**src/rtl/unsigned_div_16by8_seq_if.sv**
```systemverilog
// Handshake bundle for the sequential 2W/W unsigned divider.
// master: operand producer and result consumer; slave: the divider.
interface unsigned_div_16by8_seq_if #(
    parameter int WIDTH = 8
);
    logic                   in_valid;
    logic                   in_ready;
    logic [2*WIDTH-1:0]     z;
    logic [WIDTH-1:0]       y;
    logic                   out_valid;
    logic                   out_ready;
    logic [WIDTH-1:0]       q;
    logic [WIDTH-1:0]       r;
    logic                   div_zero;
    logic                   overflow;

    modport master (
        output in_valid, z, y, out_ready,
        input  in_ready, out_valid, q, r, div_zero, overflow
    );

    modport slave (
        input  in_valid, z, y, out_ready,
        output in_ready, out_valid, q, r, div_zero, overflow
    );
endinterface

```
**src/rtl/unsigned_div_16by8_seq.sv**
```systemverilog
// Sequential unsigned restoring divider: 2W-bit dividend / W-bit divisor,
// one quotient bit per clock, valid/ready on operands and results.
//
// state | meaning
// IDLE  | ready for operands; zero divisor / overflow resolved at accept
// BUSY  | WIDTH restoring iterations, MSB of the low dividend half first
// DONE  | result presented, held until the consumer takes it
module unsigned_div_16by8_seq #(
    parameter int WIDTH = 8
) (
    input  logic                      clk,
    input  logic                      rst_n,
    unsigned_div_16by8_seq_if.slave   bus
);
    localparam int CW = (WIDTH > 1) ? $clog2(WIDTH) : 1;

    typedef enum logic [1:0] {IDLE, BUSY, DONE} state_t;

    state_t             state_q, state_d;
    logic [CW-1:0]      cnt_q;
    logic [WIDTH:0]     rem_q;
    // Dividend bits shift out of the top while quotient bits shift in at the bottom.
    logic [WIDTH-1:0]   shf_q;
    logic [WIDTH-1:0]   y_q;
    logic [WIDTH-1:0]   q_q;
    logic [WIDTH-1:0]   r_q;
    logic               dz_q;
    logic               ov_q;

    logic [WIDTH-1:0]   z_hi;
    logic [WIDTH-1:0]   z_lo;
    logic [WIDTH:0]     rem_sh;
    logic               rem_ge;
    logic [WIDTH:0]     rem_nx;
    logic [WIDTH-1:0]   shf_nx;

    assign z_hi = bus.z[2*WIDTH-1:WIDTH];
    assign z_lo = bus.z[WIDTH-1:0];

    // One restoring step; the extra remainder bit keeps the shifted-out MSB.
    always_comb begin
        rem_sh = {rem_q[WIDTH-1:0], shf_q[WIDTH-1]};
        rem_ge = (rem_sh >= {1'b0, y_q});
        rem_nx = rem_ge ? (rem_sh - {1'b0, y_q}) : rem_sh;
        shf_nx = {shf_q[WIDTH-2:0], rem_ge};
    end

    // State register.
    always_ff @(posedge clk or negedge rst_n) begin
        if (!rst_n) state_q <= IDLE;
        else        state_q <= state_d;
    end

    // Next-state decode.
    always_comb begin
        state_d = state_q;
        case (state_q)
            IDLE: begin
                if (bus.in_valid) begin
                    if ((bus.y == '0) || (z_hi >= bus.y)) state_d = DONE;
                    else                                  state_d = BUSY;
                end
            end
            BUSY: begin
                if (cnt_q == '0) state_d = DONE;
            end
            DONE: begin
                if (bus.out_ready) state_d = IDLE;
            end
            default: state_d = IDLE;
        endcase
    end

    // Operand capture, iteration datapath and result/flag registers.
    always_ff @(posedge clk or negedge rst_n) begin
        if (!rst_n) begin
            cnt_q <= '0;
            rem_q <= '0;
            shf_q <= '0;
            y_q   <= '0;
            q_q   <= '0;
            r_q   <= '0;
            dz_q  <= 1'b0;
            ov_q  <= 1'b0;
        end else begin
            case (state_q)
                IDLE: begin
                    if (bus.in_valid) begin
                        y_q <= bus.y;
                        if (bus.y == '0) begin
                            dz_q <= 1'b1;
                            q_q  <= '1;
                            r_q  <= z_lo;
                        end else if (z_hi >= bus.y) begin
                            ov_q <= 1'b1;
                            q_q  <= '1;
                            r_q  <= z_lo;
                        end else begin
                            rem_q <= {1'b0, z_hi};
                            shf_q <= z_lo;
                            cnt_q <= CW'(WIDTH - 1);
                        end
                    end
                end
                BUSY: begin
                    rem_q <= rem_nx;
                    shf_q <= shf_nx;
                    cnt_q <= cnt_q - 1'b1;
                    if (cnt_q == '0) begin
                        q_q <= shf_nx;
                        r_q <= rem_nx[WIDTH-1:0];
                    end
                end
                DONE: begin
                    if (bus.out_ready) begin
                        dz_q <= 1'b0;
                        ov_q <= 1'b0;
                    end
                end
                default: ;
            endcase
        end
    end

    assign bus.in_ready  = (state_q == IDLE);
    assign bus.out_valid = (state_q == DONE);
    assign bus.q         = q_q;
    assign bus.r         = r_q;
    assign bus.div_zero  = dz_q;
    assign bus.overflow  = ov_q;

endmodule

```
**src/flat_wrapper.sv**
```systemverilog
// flat-port wrapper written by rule: the top's interface ports become plain ports
module unsigned_div_16by8_seq_flat 
#(
    parameter int WIDTH = 8
)
  (clk, rst_n, bus_in_valid, bus_z, bus_y, bus_out_ready, bus_in_ready, bus_out_valid, bus_q, bus_r, bus_div_zero, bus_overflow);
  unsigned_div_16by8_seq_if #(.WIDTH(WIDTH)) bus_i ();
  input  logic clk;
  input  logic rst_n;
  input wire logic [$bits(bus_i.in_valid)-1:0] bus_in_valid;
  input wire logic [$bits(bus_i.z)-1:0] bus_z;
  input wire logic [$bits(bus_i.y)-1:0] bus_y;
  input wire logic [$bits(bus_i.out_ready)-1:0] bus_out_ready;
  output wire logic [$bits(bus_i.in_ready)-1:0] bus_in_ready;
  output wire logic [$bits(bus_i.out_valid)-1:0] bus_out_valid;
  output wire logic [$bits(bus_i.q)-1:0] bus_q;
  output wire logic [$bits(bus_i.r)-1:0] bus_r;
  output wire logic [$bits(bus_i.div_zero)-1:0] bus_div_zero;
  output wire logic [$bits(bus_i.overflow)-1:0] bus_overflow;
  assign bus_i.in_valid = bus_in_valid;
  assign bus_i.z = bus_z;
  assign bus_i.y = bus_y;
  assign bus_i.out_ready = bus_out_ready;
  assign bus_in_ready = bus_i.in_ready;
  assign bus_out_valid = bus_i.out_valid;
  assign bus_q = bus_i.q;
  assign bus_r = bus_i.r;
  assign bus_div_zero = bus_i.div_zero;
  assign bus_overflow = bus_i.overflow;
  unsigned_div_16by8_seq #(.WIDTH(WIDTH)) u_core (.clk(clk), .rst_n(rst_n), .bus(bus_i));
endmodule
```
**config.mk**
```make
export PLATFORM = sky130hd
export DESIGN_NAME = unsigned_div_16by8_seq_flat
export DESIGN_NICKNAME = d
export VERILOG_FILES = /design/src/rtl/unsigned_div_16by8_seq_if.sv /design/src/rtl/unsigned_div_16by8_seq.sv /design/src/flat_wrapper.sv
export SDC_FILE = /design/constraint.sdc
export NUM_CORES = 1
export LEC_CHECK = 0
export ABC_AREA = 1
export BUFFER_PORTS_ARGS = -buffer_cell sky130_fd_sc_hd__buf_2
export CORE_ASPECT_RATIO = 1.1
export CORE_UTILIZATION = 55
export DETAILED_ROUTE_END_ITERATION = 10
export GPL_TIMING_DRIVEN = 0
export PLACE_DENSITY = 0.83
export SLEW_MARGIN = 20
export SYNTH_ARGS = -nofsm -noshare
export SYNTH_HDL_FRONTEND = slang
export SYNTH_SLANG_ARGS = --single-unit
```
**constraint.sdc**
```tcl
create_clock -name clk -period 1.8 [get_ports clk]
set_input_delay 0.09 -clock clk [delete_from_list [all_inputs] [get_ports clk]]
set_output_delay 0.09 -clock clk [all_outputs]
set_load 0.01 [all_outputs]
```
==> reports/results.md <==
• **outcome** complete, but fails checks
• **violated checks** setup timing
• **Area growth, synth to finish** 30.1%
• **worst hold slack across all endpoints** 0.00744 ns
• **placed wire-length estimate** 5750 um
• **commonest register cell after synthesis** sky130_fd_sc_hd__dfrtp_1
• **depth of the CTS H-tree** 2
• **relative contribution of the clock network to total power** 0.088
• **post-layout power** 8.98 mW
• **largest vdd supply drop** 0.00132 V
• **Leakage Power** 2.06 nW
• **Post-Syn Nets** 470
• **post-synth cell types** 33
• **total overflow reported by the global router** 0
• **pin count of the biggest net entering global routing** 48
• **final routed wirelength across all metal layers** 9250 um
• **cell chosen for the clock root** sky130_fd_sc_hd__clkbuf_8
• **final number of setup-violating endpoints** 17
• **clock latency at the later pin of the worst-skew pair** 0.31 ns
• **Cell Area, Synth** 0.00311 mm2
• **critical path class** reg2reg
• **IO Count** 48
• **kind of end point of the critical path** register
• **Gate Count Post-Synth** 423
• **first-pass GRT wire length** 13400 um
• **Sequential Power Share** 0.220
• **Yosys top cell area share** 0.378
• **net switching power of the design** 4.57 mW
• **total clock sinks** 47
• **fraction of power consumed by combinational cells** 0.692
• **worst slew margin relative to its limit** 0.610
• **data required time of the critical path** 2.03 ns
• **cell-internal power** 4.41 mW
• **startpoint class of the critical path** register
• **clock period minus worst slack** 2.03 ns
• **top cells by area in the synthesized netlist** sky130_fd_sc_hd__dfrtp_1 (38%), sky130_fd_sc_hd__nand2_1 (14%), sky130_fd_sc_hd__nor2_1 (7.8%), sky130_fd_sc_hd__ha_1 (7.2%), sky130_fd_sc_hd__nand3_1 (6.3%)
• **per-instance average area after synthesis** 7.36 um2
• **Placeable Area** 0.00543 mm2
• **top cells by instance count after synthesis** sky130_fd_sc_hd__nand2_1 (116), sky130_fd_sc_hd__nor2_1 (65), sky130_fd_sc_hd__inv_1 (49), sky130_fd_sc_hd__dfrtp_1 (47), sky130_fd_sc_hd__nand3_1 (39)
• **DRC viols** 0
• **MaxCap Viol Count** 0
• **number of cell rows** 28
• **proportion of total power due to net switching** 0.509
• **DR vias** 3344
• **Tightest Pin Transition** 0.585 ns
• **clock-pin slew reported for the worst setup and hold paths after clock tree synthesis** 0.09 ns
• **last weighted congestion value of the routability-driven placer** 0.967
• **vias per cell** 5.85
• **share of post-route cells with drive strength above 1** 0.372
• **number of synthesized flops with an enable pin** 0
• **Hold Vio Cnt, Final** 0
• **Bufs on Longest Clock Path** 2
• **antenna violations before repair** 0
• **arrival time at the worst endpoint** 2.27 ns
• **critical-path maximum fanout** 2
• **cell type contributing the most total cell area after synthesis** sky130_fd_sc_hd__dfrtp_1
• **unrepaired setup endpoints after global routing** yes
• **GRT Util Overall** 0.298
• **#FFs+latches synth** 47
• **pins over their slew limit** 0
• **f_max** 492 MHz
• **DR pass1 iterations** 5
• **Synth Warn #** 0
• **number of CTS-inserted buffers** 5
• **fraction of the cycle the final worst path needs** 1.13
• **final setup margin** -0.234 ns
• **storage element area** 0.00118 mm2
• **TritonCTS clock tree** yes
• **number of global-route vias before repair** 3006
• **die footprint** 0.00597 mm2
• **final routed wire length divided by cell count** 16.2 um
• **library cell with the highest instance count after synthesis** sky130_fd_sc_hd__nand2_1
• **number of diodes** 0
• **starting density of the core** 0.573
• **Min-Delay Path Class** in2reg
• **net count of the finished layout** 543
• **number of DRC markers in iteration 0** 412
• **Die X-Extent** 73.7 um
• **combined area of the multi-input logic cells** 0.00200 mm2
• **remaining antenna violation count after routing** 0
• **count of fill cells added during filler insertion** 371
• **skew final** 0.0104 ns
• **share of the core filled with cells** 0.746
• **share of synthesized area occupied by flip-flops and latches** 0.378
• **total power density per cell area** 2220 mW/mm2
• **proportion of register bits with asynchronous set or reset after synthesis** 1.00
• **vertical extent of the die** 80.9 um
• **# port buffers** 47
[worst max-delay path, cell delays in order (launching register included)]
cell                      delay, ns
sky130_fd_sc_hd__dfrtp_1       0.39
sky130_fd_sc_hd__inv_2         0.07
sky130_fd_sc_hd__ha_4          0.17
sky130_fd_sc_hd__fa_2          0.40
sky130_fd_sc_hd__nor2_2        0.15
sky130_fd_sc_hd__nor2_1        0.07
sky130_fd_sc_hd__xnor2_1       0.24
sky130_fd_sc_hd__nand3_1       0.17
sky130_fd_sc_hd__nand2_2       0.12
sky130_fd_sc_hd__nor2_1        0.06
sky130_fd_sc_hd__nor2_1        0.12
[per-stage QoR]
step                      instances  setup TNS (ns)  worst slack (ns)  cell area (um2)
after global routing            572           -2.22            -0.317             4050
after global placement          545           -1.54            -0.133             3440
final                           572           -1.13            -0.234             4050
after CTS                       558               0           0.00239             3760
after detailed placement        545           -1.71            -0.147             3440
after floorplan                 423               0             0.150             3110
[placed cells by master (no fill, tap or decap), types with 5 or more instances in the layout]
| cell | netlist | layout |
|---|---|---|
| sky130_fd_sc_hd__a21oi_1 | 17 | 15 |
| sky130_fd_sc_hd__buf_2 | 2 | 48 |
| sky130_fd_sc_hd__buf_4 | 4 | 22 |
| sky130_fd_sc_hd__clkbuf_8 | 0 | 5 |
| sky130_fd_sc_hd__dfrtp_1 | 47 | 45 |
| sky130_fd_sc_hd__ha_1 | 18 | 10 |
| sky130_fd_sc_hd__ha_4 | 0 | 8 |
| sky130_fd_sc_hd__inv_1 | 49 | 37 |
| sky130_fd_sc_hd__inv_2 | 4 | 16 |
| sky130_fd_sc_hd__nand2_1 | 116 | 94 |
| sky130_fd_sc_hd__nand2_2 | 3 | 20 |
| sky130_fd_sc_hd__nand2_4 | 2 | 7 |
| sky130_fd_sc_hd__nand3_1 | 39 | 31 |
| sky130_fd_sc_hd__nand3_2 | 1 | 6 |
| sky130_fd_sc_hd__nand4_1 | 13 | 13 |
| sky130_fd_sc_hd__nor2_1 | 65 | 49 |
| sky130_fd_sc_hd__nor2_2 | 2 | 14 |
| sky130_fd_sc_hd__nor2_4 | 3 | 7 |
| sky130_fd_sc_hd__o21ai_0 | 8 | 8 |
| sky130_fd_sc_hd__o21ai_2 | 8 | 8 |
[state kept, by name (all words and copies together), names as in the netlist]
signal	flops
u_core.bus.q	8
u_core.bus.r	8
u_core.rem_q	8
u_core.shf_q	8
u_core.y_q	8
u_core.cnt_q	3
u_core.state_q	2
u_core.bus.div_zero	1
u_core.bus.overflow	1
[cell families after synthesis]
logic type               Yosys count  share of synthesized area
AO/OA/AOI/OAI                     40                     0.0852
AND/OR/NAND/NOR                  248                      0.357
buffers and inverters             66                     0.0932
flip-flops                        47                      0.378
adder cells (fa/ha/maj)           19                     0.0788
XOR/XNOR                           3                    0.00844
[what timing repair did]
action	4_1_cts	5_1_grt
pin swaps	4	30
endpoints found under the hold margin	39	0
hold buffers	1	0
setup endpoints to repair	18	26
buffers inserted	3	14
gates cloned	1	0
gates resized for setup	27	60
[area by class of cell]
cell class | instances | share of cell area
timing repair buffer | 65 | 0.0927
multi-input combinational | 311 | 0.493
inverter | 54 | 0.0507
buffer | 12 | 0.0210
tap | 75 | 0.0232
clock buffer | 5 | 0.0170
clock inverter | 3 | 0.0114
sequential | 47 | 0.291
[path summary, 6_finish.rpt]
path	slack [ns]	cells past startpoint	start	end
hold reg to reg	0.48	2	u_core.bus.div_zero	u_core.bus.div_zero
hold / removal	0.007	3	bus_y[6]	u_core.y_q[6]
setup reg to reg	-0.23	10	u_core.shf_q[7]	u_core.rem_q[4]
min in group asynchronous	0.33	2	rst_n	u_core.rem_q[5]
max in group asynchronous	1.05	2	rst_n	u_core.rem_q[0]
setup / recovery	-0.23	10	u_core.shf_q[7]	u_core.rem_q[4]
[power by group through the flow]
stage	Clock (mW)	Combinational (mW)	Sequential, mW
after floorplan	0	3.22	1.94
after global placement	0	4.21	1.89
after detailed placement	0	4.35	1.92
after CTS	0.789	4.88	1.92
after global routing	0.842	6.70	2.02
final	0.789	6.22	1.98
[layer usage]
layer	vias up	track usage	wire, um
met3	74	0.0521	789
met4	0	0.162	563
li1	1505	-	-
met1	1516	0.366	3580
met5	-	0	0
met2	249	0.494	4320
(Power assumes the default switching activity.)
